**config.mk**
```make
export PLATFORM = sky130hd
export DESIGN_NAME = ps2_key_tracker
export DESIGN_NICKNAME = d
export VERILOG_FILES = /design/src/rtl/ps2_key_tracker.sv
export SDC_FILE = /design/constraint.sdc
export NUM_CORES = 1
export LEC_CHECK = 0
export CAP_MARGIN = 15
export CORE_MARGIN = 2
export CORE_UTILIZATION = 55
export DETAILED_ROUTE_END_ITERATION = 10
export DONT_BUFFER_PORTS = 1
export PLACE_DENSITY = 0.7
export REMOVE_ABC_BUFFERS = 1
export SYNTH_ARGS = -nofsm -noshare
export SYNTH_HDL_FRONTEND = slang
export SYNTH_SLANG_ARGS = --single-unit
```
**constraint.sdc**
```tcl
create_clock -name clk -period 10.86 [get_ports clk]
set_input_delay 2.172 -clock clk [delete_from_list [all_inputs] [get_ports clk]]
set_output_delay 2.172 -clock clk [all_outputs]
set_load 0.05 [all_outputs]
```
**src/rtl/ps2_key_tracker.sv**
```systemverilog
// PS/2 keyboard receiver: filtered line sampling, 11-bit frame check, E0/F0
// prefix decoding, N-slot held-key table and a first-word fall-through event FIFO.
module ps2_key_tracker #(
  parameter int FILTER_LEN  = 4,
  parameter int TIMEOUT_CYC = 5000,
  parameter int NUM_SLOTS   = 4,
  parameter int FIFO_DEPTH  = 8
) (
  input  logic                   clk,
  input  logic                   rst,
  input  logic                   clr,
  input  logic                   ps2_clk,
  input  logic                   ps2_dat,
  output logic [7:0]             rx_byte,
  output logic                   rx_valid,
  output logic                   frame_err,
  output logic [9:0]             evt_data,
  output logic                   evt_valid,
  input  logic                   evt_ready,
  output logic [NUM_SLOTS-1:0]   key_on,
  output logic [9*NUM_SLOTS-1:0] key_code,
  output logic                   tbl_ovf,
  output logic                   fifo_ovf
);
  localparam int FW = $clog2(FILTER_LEN + 1);
  localparam int TW = $clog2(TIMEOUT_CYC + 1);
  localparam int AW = $clog2(FIFO_DEPTH);
  localparam logic [1:0] ST_IDLE = 2'd0, ST_DATA = 2'd1, ST_PAR = 2'd2, ST_STOP = 2'd3;

  // ---------------- input conditioning (line 0 = clock, line 1 = data)
  logic [1:0] raw, filt;
  assign raw = {ps2_dat, ps2_clk};

  for (genvar g = 0; g < 2; g++) begin : g_line
    logic s1, s2, f;
    logic [FW-1:0] cnt;
    always_ff @(posedge clk or negedge rst) begin
      if (!rst) begin
        s1 <= 1'b1; s2 <= 1'b1; f <= 1'b1; cnt <= '0;
      end else begin
        s1 <= raw[g];
        s2 <= s1;
        if (s2 == f) cnt <= '0;
        else if (cnt == FW'(FILTER_LEN - 1)) begin
          f   <= s2;
          cnt <= '0;
        end else cnt <= cnt + 1'b1;
      end
    end
    assign filt[g] = f;
  end

  logic clk_q, strobe, dat;
  always_ff @(posedge clk or negedge rst)
    if (!rst) clk_q <= 1'b1;
    else      clk_q <= filt[0];
  assign strobe = clk_q & ~filt[0];
  assign dat    = filt[1];

  // ---------------- frame FSM
  logic [1:0]    state;
  logic [2:0]    bcnt;
  logic [7:0]    shreg;
  logic          par;
  logic [TW-1:0] tmo;

  always_ff @(posedge clk or negedge rst) begin
    if (!rst) begin
      state <= ST_IDLE; bcnt <= '0; shreg <= '0; par <= 1'b0; tmo <= '0;
      rx_byte <= '0; rx_valid <= 1'b0; frame_err <= 1'b0;
    end else begin
      rx_valid  <= 1'b0;
      frame_err <= 1'b0;
      if (clr) begin
        state <= ST_IDLE;
        tmo   <= '0;
      end else if (strobe) begin
        tmo <= '0;
        case (state)
          ST_IDLE: if (!dat) begin state <= ST_DATA; bcnt <= '0; end
                   else frame_err <= 1'b1;
          ST_DATA: begin
            shreg <= {dat, shreg[7:1]};
            bcnt  <= bcnt + 1'b1;
            if (bcnt == 3'd7) state <= ST_PAR;
          end
          ST_PAR: begin par <= dat; state <= ST_STOP; end
          default: begin
            // odd parity: data plus parity bit must carry an odd number of ones
            if (dat && ^{shreg, par}) begin rx_byte <= shreg; rx_valid <= 1'b1; end
            else frame_err <= 1'b1;
            state <= ST_IDLE;
          end
        endcase
      end else if (state != ST_IDLE) begin
        if (tmo == TW'(TIMEOUT_CYC - 1)) begin
          frame_err <= 1'b1;
          state     <= ST_IDLE;
          tmo       <= '0;
        end else tmo <= tmo + 1'b1;
      end
    end
  end

  // ---------------- byte decoder
  logic       ext_f, brk_f, ev_vld, bat, is_drop;
  logic [9:0] ev_data;

  always_comb begin
    is_drop = 1'b0;
    case (rx_byte)
      8'hE1, 8'hFA, 8'hEE, 8'hFE, 8'h00, 8'hFF: is_drop = 1'b1;
      default: is_drop = 1'b0;
    endcase
  end

  always_ff @(posedge clk or negedge rst) begin
    if (!rst) begin
      ext_f <= 1'b0; brk_f <= 1'b0; ev_vld <= 1'b0; bat <= 1'b0; ev_data <= '0;
    end else begin
      ev_vld <= 1'b0;
      bat    <= 1'b0;
      if (clr || frame_err) begin
        ext_f <= 1'b0; brk_f <= 1'b0;
      end else if (rx_valid) begin
        if (rx_byte == 8'hE0)      ext_f <= 1'b1;
        else if (rx_byte == 8'hF0) brk_f <= 1'b1;
        else begin
          ext_f <= 1'b0; brk_f <= 1'b0;
          if (!is_drop) begin
            if (rx_byte == 8'hAA && !ext_f && !brk_f) bat <= 1'b1;
            else begin
              ev_vld  <= 1'b1;
              ev_data <= {brk_f, ext_f, rx_byte};
            end
          end
        end
      end
    end
  end

  // ---------------- key table
  logic [NUM_SLOTS-1:0]      on, match, free_oh;
  logic [NUM_SLOTS-1:0][8:0] code;
  logic                      hit, found, push;

  for (genvar i = 0; i < NUM_SLOTS; i++) begin : g_slot
    assign match[i]           = on[i] && (code[i] == ev_data[8:0]);
    assign key_code[9*i +: 9] = on[i] ? code[i] : 9'h0F0;
  end
  assign hit    = |match;
  assign key_on = on;

  always_comb begin
    free_oh = '0;
    found   = 1'b0;
    for (int i = 0; i < NUM_SLOTS; i++)
      if (!on[i] && !found) begin
        free_oh[i] = 1'b1;
        found      = 1'b1;
      end
  end

  always_ff @(posedge clk or negedge rst) begin
    if (!rst) begin
      on <= '0; code <= '0; tbl_ovf <= 1'b0;
    end else if (clr) begin
      on <= '0; tbl_ovf <= 1'b0;
    end else if (bat) begin
      on <= '0;
    end else if (ev_vld) begin
      if (ev_data[9]) on <= on & ~match;
      else if (!hit) begin
        if (found) begin
          on <= on | free_oh;
          for (int i = 0; i < NUM_SLOTS; i++)
            if (free_oh[i]) code[i] <= ev_data[8:0];
        end else tbl_ovf <= 1'b1;
      end
    end
  end

  // typematic repeats of a held key never reach the FIFO
  assign push = ev_vld && (ev_data[9] || !hit) && !clr;

  // ---------------- event FIFO
  logic [9:0]    mem [FIFO_DEPTH];
  logic [AW-1:0] wp, rp;
  logic [AW:0]   cnt;
  logic          full, pop, do_push;

  assign evt_valid = (cnt != '0);
  assign full      = (cnt == (AW+1)'(FIFO_DEPTH));
  assign pop       = evt_valid && evt_ready;
  assign do_push   = push && (!full || pop);
  assign evt_data  = evt_valid ? mem[rp] : 10'h000;

  always_ff @(posedge clk or negedge rst) begin
    if (!rst) begin
      wp <= '0; rp <= '0; cnt <= '0; fifo_ovf <= 1'b0;
    end else if (clr) begin
      wp <= '0; rp <= '0; cnt <= '0; fifo_ovf <= 1'b0;
    end else begin
      if (do_push) wp <= wp + 1'b1;
      if (pop)     rp <= rp + 1'b1;
      case ({do_push, pop})
        2'b10:   cnt <= cnt + 1'b1;
        2'b01:   cnt <= cnt - 1'b1;
        default: cnt <= cnt;
      endcase
      if (push && full && !pop) fifo_ovf <= 1'b1;
    end
  end

  always_ff @(posedge clk)
    if (do_push) mem[wp] <= ev_data;

endmodule

```
==> impl_metrics.env, run 1 <==
export IMPL_status="finished, final reports clean"
export IMPL_layout_area_overhead_vs_synth_pct=8.87
export IMPL_worst_pin_slew_ns=1.02
export IMPL_drt_wl_total_um=17300
export IMPL_period_needed_ns=4.74
export IMPL_setup_tns_final_ns=0
export IMPL_grt_pass1_vias=5332
export IMPL_root_buffer="clkbuf_16"
export IMPL_hp_start="g_line[1].s1$_DFF_PN1_"
export IMPL_cp_max_fo=22
export IMPL_max_vdd_ir_drop_v=0.000120
export IMPL_ys_ff_latch=196
export IMPL_chipHeight_um=133
export IMPL_report_final_slew_viol_count=0
export IMPL_power_density_mw_per_mm2=157
export IMPL_rows=46
export IMPL_required_ns=8.69
export IMPL_routed_via_density=5.91
export IMPL_clock_fmax_mhz=211
export IMPL_path_class="reg -> out"
export IMPL_synth_flop_cell="dfrtp_1"
export IMPL_hpwlAfterDp_um=11200
export IMPL_post_cts_buffers=0
export IMPL_n_fill_cell=1250
export IMPL_gp_congestion=0.791
export IMPL_drive_above_1_share=0.197
export IMPL_cts_hold_buf=0
export IMPL_setup_viol=0
export IMPL_die_x_um=133
export IMPL_worst_slew_margin_rel=0.317
export IMPL_synth_top_area_frac=0.300
export IMPL_ctsHtreeMaxLevel=4
export IMPL_drcViolationCount=0
export IMPL_cts_made_buffers=17
export IMPL_hp_class="reg -> reg"
export IMPL_post_cts_resized=0
export IMPL_reg2reg_depth=13
export IMPL_r2r_end="cnt[3]$_DFFE_PN0P_"
export IMPL_num_vias=5274
export IMPL_clkLatencyLatePin_ns=0.45
export IMPL_grt_setup_unrepaired="no"
export IMPL_timing_rr_start="ev_data[7]$_DFFE_PN0P_"
export IMPL_grt_usage=0.206
export IMPL_synthesis_instances=672
export IMPL_finalHoldViolations=0
export IMPL_initial_core_util=0.568
export IMPL_leakage_nw=4.12
export IMPL_clkSlewWorstSetupHoldPaths_ns=0.07
export IMPL_drtIter0Drc=283
export IMPL_fin_crit_sh=0.436
export IMPL_synth_area_per_cell_sq_um=13.5
export IMPL_yosys_cell_types_count=60
export IMPL_clock_sinks=196
export IMPL_die_area_sq_mm=0.0176
export IMPL_synth_common_cells="dfrtp_1, edfxtp_1, xnor2_1"
export IMPL_regArea_sq_mm=0.00531
export IMPL_synth_top_area_cell="dfrtp_1"
export IMPL_synth_edff_count=80
export IMPL_ys_warn_count=0
export IMPL_multi_input_area_sq_mm=0.00360
export IMPL_grt_max_degree=117
export IMPL_cts_tree="done"
export IMPL_crit_path_end_kind="output pin"
export IMPL_drt_pass1_iterations=5
export IMPL_yosysSeqAreaShare=0.585
export IMPL_maxCapViolations=0
export IMPL_num_io_pins=69
export IMPL_critPathLaunch="rp[1]$_DFFE_PN0P_"
export IMPL_ys_async_sr_fraction=0.592
export IMPL_grt_antenna_before_repair=0
export IMPL_antenna_cells=0
export IMPL_skew_ns=0.0231
export IMPL_worstHoldEndpoint="g_line[1].s2$_DFF_PN1_"
export IMPL_cp_data_arrival_time_ns=2.56
export IMPL_postRouteAntennaNets=0
export IMPL_wl_per_cell_um=19.4
export IMPL_synth_most_common_cell="dfrtp_1"
export IMPL_coreArea_sq_mm=0.0160
export IMPL_synth_area_sq_mm=0.00909
export IMPL_holdPathStages=0
export IMPL_start_kind="flop"
export IMPL_grt_first_pass_wirelength_um=28200
export IMPL_port_buffers=0
export IMPL_nets=684
export IMPL_synthTopCellsByArea="dfrtp_1, edfxtp_1, mux2_2"
export IMPL_grt_ovfl_total=0
export IMPL_cts_buffer_depth=2
export IMPL_worst_hold_slack_ns=0.359
export IMPL_reg2reg_slack_ns=6.68
==> cell families after synthesis <==
family | count (synthesis) | share of synthesized area
buffers and inverters | 45 | 0.0234
DFF | 196 | 0.585
adders and majority gates | 16 | 0.0226
AOI/OAI and AO/OA | 52 | 0.0395
xor gates and xnor gates | 59 | 0.0569
muxes | 99 | 0.149
and+or+nand+nor | 205 | 0.124
==> metrics by stage <==
stage / cells / power [W] / instance area, sq um / setup WS, ns / utilization
after CTS: 892 / 0.00156 / 9890 / 6.10 / 0.618
after detailed placement: 860 / 0.000922 / 9270 / 6.32 / 0.579
after global placement: 860 / 0.000916 / 9270 / 6.45 / 0.579
final: 892 / 0.00155 / 9890 / 6.12 / 0.618
after floorplan: 639 / 0.000899 / 8920 / 6.56 / -
after global routing: 892 / 0.00161 / 9890 / 5.97 / 0.618
==> critical path, cell delays in order, from the launching register on <==
cell,delay (ns)
dfrtp_1,0.96
mux4_2,0.36
mux2i_1,0.08
nor2_1,0.73
==> cell type report <==
| class | instances | area share |
|---|---|---|
| Inverter | 12 | 0.00455 |
| Sequential cell | 196 | 0.537 |
| Clock buffer | 17 | 0.0430 |
| Clock inverter | 15 | 0.0202 |
| Tap cell | 216 | 0.0273 |
| Timing Repair Buffer | 5 | 0.00379 |
| Multi-Input combinational cell | 431 | 0.364 |
==> worst max-delay path by stage <==
stage                               endpoint  slack, ns
after floorplan                  evt_data[0]       6.56
after global placement    cnt[3]$_DFFE_PN0P_       6.45
after detailed placement  cnt[3]$_DFFE_PN0P_       6.32
after CTS                        evt_data[7]       6.10
after global routing             evt_data[7]       5.97
final                            evt_data[5]       6.12
==> per-layer routing <==
| metal | part of all wire | vias up | global-route usage |
|---|---|---|---|
| met1 | 0.44 | 2706 | 0.269 |
| met4 | 0.019 | 0 | 0.0783 |
| met3 | 0.043 | 26 | 0.0494 |
| met5 | 0 | - | 0 |
| met2 | 0.50 | 126 | 0.338 |
| li1 | - | 2416 | - |
==> power breakdown <==
part	total (W)	switching [W]	internal [W]
Sequential	0.000815	0.0000239	0.000791
Combinational	0.0000916	0.0000523	0.0000393
Clock	0.000644	0.000309	0.000335
Total	0.00155	0.000385	0.00117
==> layout by cell type (no fill, tap or decap), types with 9 or more instances in the layout <==
cell	instances
inv_1	11
nor2_1	44
o21ai_0	17
clkbuf_16	17
mux4_2	20
mux2_2	43
nor3_1	9
a21oi_1	10
mux2_4	9
mux2i_1	13
nand2b_1	21
xnor2_1	51
nand2_1	31
edfxtp_1	80
ha_1	14
mux2_1	14
nand4_1	12
nand3_1	20
and2_1	24
dfrtp_1	109
==> flip-flops by register name (all words and copies together), names as in the netlist, 2 cells and up <==
signal	flops
rx_byte	8
g_line.cnt	6
ev_data	10
code	36
g_line.s1	2
tmo	13
wp	3
state	2
cnt	4
rp	3
shreg	8
key_on	4
g_line.s2	2
mem	80
bcnt	3
Power figures use the tool's default switching activity.
==> inputs of run 2 (changes only) <==
==> constraint.sdc (replaced) <==
create_clock -name clk -period 4.4 [get_ports clk]
set_input_delay 0.88 -clock clk [delete_from_list [all_inputs] [get_ports clk]]
set_output_delay 0.88 -clock clk [all_outputs]
set_load 0.05 [all_outputs]
==> impl_metrics.env, run 2 (synthesized netlist as in run 1, its figures left out) <==
export IMPL_status="finished, final reports clean"
export IMPL_nets=698
export IMPL_dp_cells=874
export IMPL_drcViolationCount=0
export IMPL_layout_cells_non_filler=906
export IMPL_critPathLaunch="ev_data[2]$_DFFE_PN0P_"
export IMPL_cts_hold_buf=0
export IMPL_drtIter0Drc=284
export IMPL_regMostFlops="mem"
export IMPL_clock_sinks=196
export IMPL_worst_path_max_delay_cell="dfrtp_1"
export IMPL_wl_per_cell_um=19.4
export IMPL_layout_area_overhead_vs_synth_pct=9.37
export IMPL_grt_pass1_vias=5430
export IMPL_clkSlewWorstSetupHoldPaths_ns=0.07
export IMPL_n_fill_cell=1233
export IMPL_most_common_layout_cells="dfrtp_1, edfxtp_1, xnor2_1, nor2_1, mux2_2"
export IMPL_chipHeight_um=133
export IMPL_grt_setup_unrepaired="no"
export IMPL_grt_max_degree=117
export IMPL_required_ns=4.71
export IMPL_crit_path_end_kind="flop"
export IMPL_start_kind="flop"
export IMPL_ctsHtreeMaxLevel=4
export IMPL_timing_rr_start="ev_data[2]$_DFFE_PN0P_"
export IMPL_critPathMaxStageDelay_ns=0.81
export IMPL_grt_usage=0.210
export IMPL_pwr_share_seq=0.542
export IMPL_top_regs="mem x80, code x36, tmo x13"
export IMPL_largest_reg_flops=80
export IMPL_leakage_nw=4.11
export IMPL_clkPwrFrac=0.396
export IMPL_routed_via_density=5.82
export IMPL_antenna_cells=0
export IMPL_drt_pass1_iterations=4
export IMPL_gp_congestion=0.809
export IMPL_reg2reg_slack_ns=0.40
export IMPL_drt_wl_total_um=17600
export IMPL_root_buffer="clkbuf_16"
export IMPL_clock_fmax_mhz=250
export IMPL_die_area_sq_mm=0.0176
export IMPL_crit_chain="xnor2_1 -> nand3_1 -> nor3_2 -> o41ai_4 -> and2_1 -> a21boi_0 -> ha_1 -> a21o_1 -> a21oi_1 -> nor3_1 -> and3_1 -> a31oi_1 -> mux2_1"
export IMPL_final_common_cell="dfrtp_1"
export IMPL_p_int_w=0.00284
export IMPL_hp_class="in -> async"
export IMPL_crit_path_end="cnt[3]$_DFFE_PN0P_"
export IMPL_post_cts_buffers=0
export IMPL_port_buffers=0
export IMPL_p_sw_w=0.000873
export IMPL_setup_viol=0
export IMPL_path_class="reg -> reg"
export IMPL_worst_pin_slew_ns=0.940
export IMPL_reg2reg_depth=13
export IMPL_post_cts_resized=0
export IMPL_num_io_pins=69
export IMPL_power_switching_share=0.235
export IMPL_postRouteAntennaNets=0
export IMPL_worst_slew_margin_rel=0.369
export IMPL_setup_tns_final_ns=0
export IMPL_rows=46
export IMPL_period_needed_ns=4.00
export IMPL_cp_data_arrival_time_ns=4.31
export IMPL_cts_tree="done"
export IMPL_cts_buffer_depth=2
export IMPL_hpwlAfterDp_um=11700
export IMPL_maxCapViolations=0
export IMPL_finalHoldViolations=0
export IMPL_r2r_end="cnt[3]$_DFFE_PN0P_"
export IMPL_power_density_mw_per_mm2=373
export IMPL_report_final_slew_viol_count=0
export IMPL_pwr_share_comb=0.062
export IMPL_clkLatencyLatePin_ns=0.43
export IMPL_max_vdd_ir_drop_v=0.000267
export IMPL_fin_crit_sh=0.908
export IMPL_skew_ns=0.0102
export IMPL_die_x_um=133
export IMPL_cts_made_buffers=17
export IMPL_drive_above_1_share=0.204
export IMPL_grt_ovfl_total=0
export IMPL_cp_max_fo=17
export IMPL_coreArea_sq_mm=0.0160
export IMPL_num_vias=5273
export IMPL_initial_core_util=0.568
export IMPL_grt_antenna_before_repair=0
export IMPL_grt_first_pass_wirelength_um=28500
[run 2: stage by stage]
step	utilization	hold slack, ns	worst slack (ns)	total power (W)	area (sq um)
6_report	0.621	0.141	0.405	0.00371	9940
5_1_grt	0.621	0.111	0.176	0.00385	9940
4_1_cts	0.621	0.120	0.447	0.00374	9940
3_5_place_dp	0.586	0.350	0.473	0.00228	9380
3_3_place_gp	0.586	0.348	0.653	0.00226	9380
2_1_floorplan	-	0.345	0.454	0.00222	8920
[run 2: worst min path at each step]
stage | start | to | slack [ns]
final | rst | code[9]$_DFFE_PN0P_ | 0.14
after global routing | rst | code[20]$_DFFE_PN0P_ | 0.11
after CTS | rst | code[18]$_DFFE_PN0P_ | 0.12
after detailed placement | g_line[0].s1$_DFF_PN1_ | g_line[0].s2$_DFF_PN1_ | 0.35
after global placement | g_line[0].s1$_DFF_PN1_ | g_line[0].s2$_DFF_PN1_ | 0.35
after floorplan | g_line[0].s1$_DFF_PN1_ | g_line[0].s2$_DFF_PN1_ | 0.35
[run 2: worst max-delay path, delay by kind of cell (launching register included)]
kind	cells	cell delay [ns]
flip-flops	1	0.81
AND/OR/NAND/NOR	5	1.01
AO/OA/AOI/OAI	5	1.18
multiplexers	1	0.35
XOR/XNOR	1	0.19
adder cells (fa/ha/maj)	1	0.33
[run 2: power groups by stage]
stage | Clock [W] | Sequential (W) | Combinational, W
5_1_grt | 0.00157 | 0.00202 | 0.000258
4_1_cts | 0.00149 | 0.00201 | 0.000229
2_1_floorplan | 0 | 0.00203 | 0.000183
3_5_place_dp | 0 | 0.00205 | 0.000228
3_3_place_gp | 0 | 0.00205 | 0.000215
6_report | 0.00147 | 0.00201 | 0.000229
[run 2: area by class of cell]
type | instances | area, sq um | area share
inverter | 12 | 45.0 | 0.00453
sequential | 196 | 5310 | 0.535
timing repair buffer | 19 | 143 | 0.0143
multi-input combinational | 431 | 3600 | 0.363
tap | 216 | 270 | 0.0272
clock inverter | 12 | 96.3 | 0.00969
clock buffer | 20 | 468 | 0.0471
[run 2: metal layers]
layer,global-route usage,vias up,part of all wire
li1,-,2456,-
met5,0,-,0
met3,0.0475,11,0.066
met2,0.340,137,0.49
met1,0.285,2669,0.43
met4,0.0663,0,0.0081
